==> src/rtl/svm_seq_pkg.sv <==
// svm_seq_pkg: shared state encoding, Pendigits defaults and the error-class constant for the sample sequencer
package svm_seq_pkg;
  localparam int DEF_N_FEATURES = 17;
  localparam int DEF_INPUT_WIDTH = 4;
  localparam int DEF_CLASS_WIDTH = 4;
  typedef enum logic [1:0] {LOAD, WAIT, DONE} state_t;
  function automatic logic [31:0] err_class(input int w);
    return (w >= 32) ? '1 : ((32'd1 << w) - 32'd1);
  endfunction
endpackage

==> src/rtl/feature_shift_reg.sv <==
// feature_shift_reg: indexed write-enable word bank (clk, rst_n, we, idx, din -> q flat vector, word 0 in LSBs)
module feature_shift_reg #(
  parameter int N = 17,
  parameter int W = 4,
  localparam int IW = N > 1 ? $clog2(N) : 1
) (
  input  logic            clk,
  input  logic            rst_n,
  input  logic            we,
  input  logic [IW-1:0]   idx,
  input  logic [W-1:0]    din,
  output logic [N*W-1:0]  q
);
  logic [N*W-1:0] q_q, q_d;
  always_comb begin
    q_d = q_q;
    if (we) q_d[idx*W +: W] = din;
  end
  always_ff @(posedge clk or negedge rst_n)
    if (!rst_n) q_q <= '0;
    else q_q <= q_d;
  assign q = q_q;
endmodule

==> src/rtl/svm_sample_sequencer.sv <==
// svm_sample_sequencer: loads feature words (in_valid/in_ready/in_data -> feats), runs the classifier (clf_rst_n, clf_ready, clf_class) and reports out_valid/out_class/out_err until out_ack
module svm_sample_sequencer
  import svm_seq_pkg::*;
#(
  parameter int N_features = DEF_N_FEATURES,
  parameter int inputWidth = DEF_INPUT_WIDTH,
  parameter int classWidth = DEF_CLASS_WIDTH,
  parameter int TIMEOUT    = 255
) (
  input  logic                             clk,
  input  logic                             rst_n,
  input  logic                             in_valid,
  input  logic [inputWidth-1:0]            in_data,
  output logic                             in_ready,
  output logic [N_features*inputWidth-1:0] feats,
  output logic                             clf_rst_n,
  input  logic                             clf_ready,
  input  logic [classWidth-1:0]            clf_class,
  output logic                             out_valid,
  output logic [classWidth-1:0]            out_class,
  output logic                             out_err,
  input  logic                             out_ack
);
  localparam int IW = N_features > 1 ? $clog2(N_features) : 1;
  localparam int WW = $clog2(TIMEOUT + 1);
  state_t state_q, state_d;
  logic [IW-1:0] cnt_q, cnt_d;
  logic [WW-1:0] wd_q, wd_d;
  logic clf_rst_n_q, clf_rst_n_d, out_valid_q, out_valid_d, out_err_q, out_err_d;
  logic [classWidth-1:0] out_class_q, out_class_d;
  logic xfer, last;
  assign in_ready = state_q == LOAD;
  assign xfer = in_valid && in_ready;
  assign last = cnt_q == IW'(N_features - 1);
  always_comb begin
    state_d = state_q;
    cnt_d = cnt_q;
    wd_d = wd_q;
    out_class_d = out_class_q;
    out_err_d = out_err_q;
    case (state_q)
      LOAD: if (xfer) begin
        cnt_d = last ? '0 : cnt_q + IW'(1);
        state_d = last ? WAIT : LOAD;
      end
      WAIT: begin
        wd_d = (wd_q == '1) ? wd_q : wd_q + WW'(1);
        if (clf_ready) begin
          out_class_d = clf_class;
          out_err_d = 1'b0;
          state_d = DONE;
        end else if (wd_q == WW'(TIMEOUT - 1)) begin
          out_class_d = classWidth'(err_class(classWidth));
          out_err_d = 1'b1;
          state_d = DONE;
        end
      end
      DONE: if (out_ack) begin
        wd_d = '0;
        state_d = LOAD;
      end
      default: state_d = LOAD;
    endcase
    clf_rst_n_d = state_d == WAIT;
    out_valid_d = state_d == DONE;
  end
  always_ff @(posedge clk or negedge rst_n)
    if (!rst_n) begin
      state_q <= LOAD;
      cnt_q <= '0;
      wd_q <= '0;
      clf_rst_n_q <= 1'b0;
      out_valid_q <= 1'b0;
      out_class_q <= '0;
      out_err_q <= 1'b0;
    end else begin
      state_q <= state_d;
      cnt_q <= cnt_d;
      wd_q <= wd_d;
      clf_rst_n_q <= clf_rst_n_d;
      out_valid_q <= out_valid_d;
      out_class_q <= out_class_d;
      out_err_q <= out_err_d;
    end
  feature_shift_reg #(.N(N_features), .W(inputWidth)) u_feats (
    .clk(clk),
    .rst_n(rst_n),
    .we(xfer),
    .idx(cnt_q),
    .din(in_data),
    .q(feats)
  );
  assign clf_rst_n = clf_rst_n_q;
  assign out_valid = out_valid_q;
  assign out_class = out_class_q;
  assign out_err = out_err_q;
endmodule

==> config.mk <==
export PLATFORM = sky130hd
export DESIGN_NAME = svm_sample_sequencer
export DESIGN_NICKNAME = d
export VERILOG_FILES = /design/src/rtl/svm_seq_pkg.sv /design/src/rtl/feature_shift_reg.sv /design/src/rtl/svm_sample_sequencer.sv
export SDC_FILE = /design/constraint.sdc
export NUM_CORES = 1
export LEC_CHECK = 0
export ABC_AREA = 1
export ABC_CLOCK_PERIOD_IN_PS = 2800
export CORE_UTILIZATION = 45
export DETAILED_ROUTE_END_ITERATION = 8
export PLACE_DENSITY = 0.71
export SLEW_MARGIN = 20
export SYNTH_ARGS = -nofsm -noshare
export SYNTH_HDL_FRONTEND = slang
export SYNTH_SLANG_ARGS = --single-unit
==> constraint.sdc <==
create_clock -name clk -period 2.8 [get_ports clk]
set_input_delay 0.56 -clock clk [delete_from_list [all_inputs] [get_ports clk]]
set_output_delay 0.56 -clock clk [all_outputs]
set_load 0.02 [all_outputs]
==> results.py, run 1 <==
metrics = {
    "outcome": {
        "status": "completed",
    },
    "logic_synthesis": {
        "synth_area_um2": 4469,
        "yosys_warnings": 0,
        "async_flop_share_pct": 100.0,
        "synth_top_area_share_pct": 50.39,
        "ys_seq_area_share_pct": 50.39,
        "synth_cell_types": 25,
        "ys_ff_latch": 90,
        "synth_common_cells": "184 x nand2_1, 90 x dfrtp_1, 79 x nor2_1, 56 x nand3_1, 41 x o21ai_0",
        "synthCells": 571,
        "synth_nets": 590,
        "ys_top_cells_by_area": "dfrtp_1 50%, nand2_1 15%, nor2_1 6.6%",
        "yosys.area.top_type": "dfrtp_1",
        "syn_avg_cell_area_um2": 7.827,
        "synth_most_common_cell": "nand2_1",
        "ys.flop_type": "dfrtp_1",
        "synth_edf_count": 0,
    },
    "critical_path": {
        "crit_fanout": 20,
        "critPathCaptureType": "register",
        "arrival_ns": 2.69,
        "path_class": "reg -> reg",
        "critPathRequiredTime_ns": 3.03,
        "worst_setup_path_start_kind": "register",
        "timing.rr.start": "cnt_q[0]",
        "r2r_cells": 13,
        "critPathLaunch": "cnt_q[0]",
        "ff2ff_setup_slack_ns": 0.34,
    },
    "clock_tree": {
        "clk_latency_ns": 0.34,
        "cts_buffers": 9,
        "cts-root-buf": "clkbuf_8",
        "ctsHoldBuffers": 0,
        "clock_sinks": 90,
        "cts_tree": "yes",
        "cts.clk_slew.worst_paths_ns": 0.08,
        "clockBufferDepth": 2,
        "cts_max_level": 3,
    },
    "finish": {
        "final_core_util_pct": 59.34,
        "seq_area_um2": 2253,
        "multiInputGateArea_um2": 1989,
        "post-route-cell-area_um2": 5747,
        "n_antenna_cell": 0,
        "nFillCells": 891,
        "nets": 685,
        "area_growth_pct": 28.58,
        "instances_no_fill": 804,
        "drive_above_1_share_pct": 7.899,
    },
    "placed_design": {
        "placed_area_um2": 5517,
        "gp_congestion": 0.8894,
        "port_buffers": 88,
        "dp_cells": 786,
        "dp_hpwl_mm": 7.984,
        "place_ws_ns": 0.1911,
    },
    "floorplanning": {
        "start_util_pct": 46.15,
        "design.core.area_um2": 9684,
        "die_x_um": 101.7,
        "ios": 89,
        "fp.dieArea_um2": 10330,
        "num_rows": 36,
        "die_h_um": 101.7,
    },
    "drt": {
        "vias": 4115,
        "drc": 0,
        "post_drt_via_cell_ratio": 5.118,
        "antenna_left": 0,
        "drtIter0Drc": 262,
        "wl_per_cell_um": 13.35,
        "totalWireLength_mm": 10.74,
        "first_pass_iters": 5,
    },
    "sta": {
        "holdWs_ns": 0.1973,
        "rsz0062_at_grt": "no",
        "setup_slack_ns": 0.3411,
        "finalCriticalPeriod_ns": 2.459,
        "fmax_mhz": 406.7,
        "setup_violations": 0,
        "hold_viol_final": 0,
        "finClkSkew_ns": 0.009739,
        "period_share_pct": 87.82,
        "slew_headroom_pct": 60.28,
        "finalMaxSlewViolations": 0,
        "setup_tns_ns": 0,
        "tightest_slew_ns": 0.5952,
    },
    "global_routing": {
        "grt_start_max_net_pins": 48,
        "track_usage_pct": 22.28,
        "grt-busiest-layer": "met2",
        "gr-usage-met1_pct": 30.20,
        "antenna_found_initial": 0,
        "grt_pass1_wl_mm": 18.18,
        "grt_overflow": 0,
        "met2_usage_pct": 36.07,
        "gr-usage-met3_pct": 4.210,
        "grt_pass1_vias": 3919,
    },
    "power": {
        "powerDensity_nw_per_um2": 1015,
        "p_leak_nw": 2.687,
        "max-vdd-ir-drop_mv": 0.6241,
        "total_power_mw": 5.830,
    },
    "flow_run": {
        "drv_cap": 0,
    },
    "worst_hold_path": {
        "hp-class": "in -> async",
    },
}
==> critical path: stages (launching register included) <==
cell and delay, ns:
dfrtp_2 0.43, inv_2 0.15, ha_1 0.21, nand2_1 0.09
nor2_1 0.15, ha_1 0.16, inv_1 0.10, nor2_1 0.13
nand2_1 0.15, nor2_4 0.18, buf_4 0.27, nand3_2 0.15
nand2_1 0.10, nand2_1 0.05
==> cell type report <==
cell class	instances	area share (%)
well taps	133	2.896
repair buffers	99	16.94
clock inverters	4	0.8491
clock buffers	12	2.874
flip-flops and latches	90	39.21
inverters	40	2.613
multi-input cells	426	34.62
==> per-layer routing <==
layer / wire (um) / vias up / part of all wire, %
met5: 0 / - / 0
met4: 142 / 0 / 1.3
met3: 545 / 12 / 5.1
met2: 5052 / 138 / 47
met1: 4995 / 1923 / 47
li1: - / 2042 / -
==> registers in the layout (all words and copies together) (netlist names) <==
signal     flops
u_feats.q     68
state_q        2
out_valid      1
out_err        1
wd_q           8
clf_rst_n      1
cnt_q          5
out_class      4
==> cells in the final DEF, fill, tap and decap left out <==
master           netlist  final
dfrtp_2                0      1
nor2_8                 1      1
clkinv_2               0      2
nand4_2                1      1
clkinv_4               0      1
dfrtp_1               90     89
nor2_4                 2      2
ha_1                   6      6
o21ai_1                2      2
buf_12                 0      1
bufinv_16              0      1
nand3_1               56     56
nand2_8                1      1
a21oi_1                6      6
clkdlybuf4s50_1        0     87
nor3_2                 5      5
inv_2                  4      4
nand2_2                2      2
nand2_1              184    184
nand4_1               23     23
xor2_1                 1      1
nor2_1                79     79
nor2_2                 2      2
buf_4                  2     11
a31o_2                 1      1
nand3_2                5      5
inv_1                 36     36
nor3_1                 8      8
o21ai_0               41     41
clkbuf_8               0     12
==> path summary, 6_finish.rpt <==
kind | end
setup / recovery | u_feats.q[65]
hold / removal | u_feats.q[22]
setup reg to reg | u_feats.q[65]
hold reg to reg | u_feats.q[54]
max in group asynchronous | cnt_q[0]
min in group clk | u_feats.q[54]
==> where the power goes <==
group	internal, mW	switching, mW
clock network	0.485	0.446
logic	1.03	2.01
registers	1.63	0.239
total	3.14	2.69
==> kinds of logic (layout without fill, tap and decap cells) <==
group                      after synthesis  count (layout)  synth area share (%)
adders and majority gates                6               6                 1.680
DFF                                     90              90                 50.39
AOI/OAI and AO/OA                       50              50                 5.683
xor gates and xnor gates                 1               1                0.1960
buffers and inverters                   55             155                 5.095
and+or+nand+nor                        369             369                 36.95
==> what timing repair did <==
| action | in CTS | in global routing |
|---|---|---|
| gates resized for setup | 0 | 1 |
| setup buffers | 0 | 2 |
| setup endpoints to repair | 0 | 43 |
| hold endpoints to repair | 0 | 0 |
No activity file was read; power rests on OpenSTA's default activity.
==> inputs of run 2 (changes only) <==
- CAP_MARGIN: not set -> 20
- CTS_BUF_LIST: not set -> sky130_fd_sc_hd__clkbuf_16
==> run 2 against run 1 <==
  * Die area stayed put
  * Non-clock buffer count is 2 lower
  * Sequential power hardly changed
  * Sequential cell count stayed put
  * Wire length is 0.82% higher
  * Power is 3.8% higher
  * Worst setup slack worse by 0.045 ns
  * Clock power is 25% higher
  * Fmax is 1.8% lower
  * Combinational power hardly changed
  * Clock skew is 0.0046 ns lower
  * Global-route usage is 0.34 points higher
  * Critical endpoint unchanged
==> results.py, run 2 (same netlist as run 1, synthesis figures left out) <==
metrics = {
    "sta": {
        "tightest_slew_ns": 0.5994,
        "hold_viol_final": 0,
        "finalMaxSlewViolations": 0,
        "setup_tns_ns": 0,
        "fmax_mhz": 399.4,
        "rsz0062_at_grt": "no",
        "setup_violations": 0,
        "finClkSkew_ns": 0.005119,
        "slew_headroom_pct": 60.00,
        "finalCriticalPeriod_ns": 2.504,
        "holdWs_ns": 0.2153,
        "period_share_pct": 89.41,
    },
    "clock_tree": {
        "cts_buffers": 9,
        "cts_tree": "yes",
        "cts.clk_slew.worst_paths_ns": 0.06,
        "cts_max_level": 3,
        "clk_latency_ns": 0.33,
        "clockBufferDepth": 2,
        "cts-root-buf": "clkbuf_16",
        "postCtsSetupBuffers": 0,
        "clock_sinks": 90,
    },
    "critical_path": {
        "slowest_delay_ns": 0.46,
        "worst_setup_path_start_kind": "register",
        "arrival_ns": 2.72,
        "critPathMostFrequentCell": "nand2_1",
        "worstReg2RegEnd": "u_feats.q[65]",
        "path_class": "reg -> reg",
        "crit_chain": "inv_4, ha_1, nand2_1, nor2_1, ha_1, inv_1, nor2_1, nand2_1, nor2_4, buf_4, nand3_2, nand2_1, nand2_1",
        "critPathCaptureType": "register",
        "cpMaxStageDelayCell": "dfrtp_2",
        "critPathRequiredTime_ns": 3.02,
        "r2r_cells": 13,
        "crit_fanout": 20,
        "ff2ff_setup_slack_ns": 0.30,
        "timing.rr.start": "cnt_q[0]",
    },
    "power": {
        "p_int_mw": 3.323,
        "power_frac_seq_pct": 31.1,
        "swShare_pct": 45.11,
        "p_leak_nw": 2.707,
        "max-vdd-ir-drop_mv": 0.6586,
        "pwr-share-comb_pct": 49.7,
        "powerDensity_nw_per_um2": 1043,
        "netSwitchingPower_mw": 2.731,
        "clkPwrFrac_pct": 19.2,
    },
    "placed_design": {
        "dp_hpwl_mm": 7.984,
        "placed_area_um2": 5517,
        "gp_congestion": 0.8894,
        "dp_cells": 786,
        "port_buffers": 88,
    },
    "global_routing": {
        "track_usage_pct": 22.62,
        "met2_usage_pct": 35.65,
        "gr-usage-met1_pct": 30.38,
        "grt_pass1_wl_mm": 18.22,
        "grt_overflow": 0,
        "grt_start_max_net_pins": 48,
        "grt-busiest-layer": "met2",
        "grt_pass1_vias": 3916,
        "antenna_found_initial": 0,
        "gr-usage-met3_pct": 4.693,
    },
    "drt": {
        "totalWireLength_mm": 10.82,
        "post_drt_via_cell_ratio": 5.192,
        "first_pass_iters": 5,
        "antenna_left": 0,
        "wl_per_cell_um": 13.50,
        "drc": 0,
        "drtIter0Drc": 189,
        "vias": 4164,
    },
    "flow_run": {
        "drv_cap": 0,
    },
    "finish": {
        "post-route-cell-area_um2": 5806,
        "final_common_cell": "nand2_1",
        "instances_no_fill": 802,
        "final_cell_mix": "184 x nand2_1, 89 x dfrtp_1, 87 x clkdlybuf4s50_1",
        "n_antenna_cell": 0,
        "largest_reg_flops": 68,
        "drive_above_1_share_pct": 7.175,
        "nets": 683,
        "area_growth_pct": 29.90,
    },
    "floorplanning": {
        "start_util_pct": 46.15,
        "num_rows": 36,
        "ios": 89,
        "design.core.area_um2": 9684,
        "die_h_um": 101.7,
        "die_x_um": 101.7,
        "fp.dieArea_um2": 10330,
    },
    "outcome": {
        "status": "completed",
    },
    "worst_hold_path": {
        "hp-class": "in -> async",
    },
}
## run 2: per-layer routing
metal  wire length, um  vias to the layer above
li1                  -                     2041
met1              4991                     1938
met2              4924                      161
met3               653                       24
met4               254                        0
met5                 0                        -
## run 2: repair_timing
action / 4_1_cts / 5_1_grt
resized for setup: 0 / 2
hold buffers: 0 / 0
endpoints found under the setup margin: 0 / 45
## run 2: area by class of cell
class	count	area [um2]
Inverter	40	152.6
Multi-Input combinational cell	426	1989
Clock inverter	7	60.06
Fill cell	882	3879
Sequential cell	90	2253
Clock buffer	9	225.2
Tap cell	133	166.4
Timing Repair Buffer	97	958.4
## run 2: worst max-delay path: cells and delay by family, from the launching register on
family | cells | cell delay, ns
DFF | 1 | 0.46
adders and majority gates | 2 | 0.53
buffers and inverters | 3 | 0.46
and+or+nand+nor | 8 | 0.93
## run 2: how the worst max path moves through the flow
stage / startpoint / endpoint / depth (start not counted)
final: cnt_q[0] / u_feats.q[65] / 13
after floorplan: cnt_q[0] / u_feats.q[56] / 14
after CTS: cnt_q[0] / u_feats.q[8] / 13
after global routing: cnt_q[0] / u_feats.q[18] / 13
after global placement: cnt_q[0] / u_feats.q[10] / 11
after detailed placement: cnt_q[0] / u_feats.q[8] / 13
## run 2: per-stage QoR
step	worst slack [ns]	utilization (%)	power, mW
final	0.2964	59.95	6.053
after global routing	0.01996	59.95	6.486
after CTS	0.1854	59.91	6.048
after detailed placement	0.1911	56.96	4.870
after global placement	0.3102	56.96	4.809
after floorplan	0.4440	-	3.830
## run 2: power by group through the flow
stage          logic [mW]  registers, mW  clock network (mW)
5_1_grt              3.32           1.93                1.24
3_5_place_dp         2.97           1.90                   0
2_1_floorplan        1.66           2.17                   0
6_report             3.01           1.89                1.16
4_1_cts              2.99           1.88                1.18
3_3_place_gp         2.92           1.89                   0
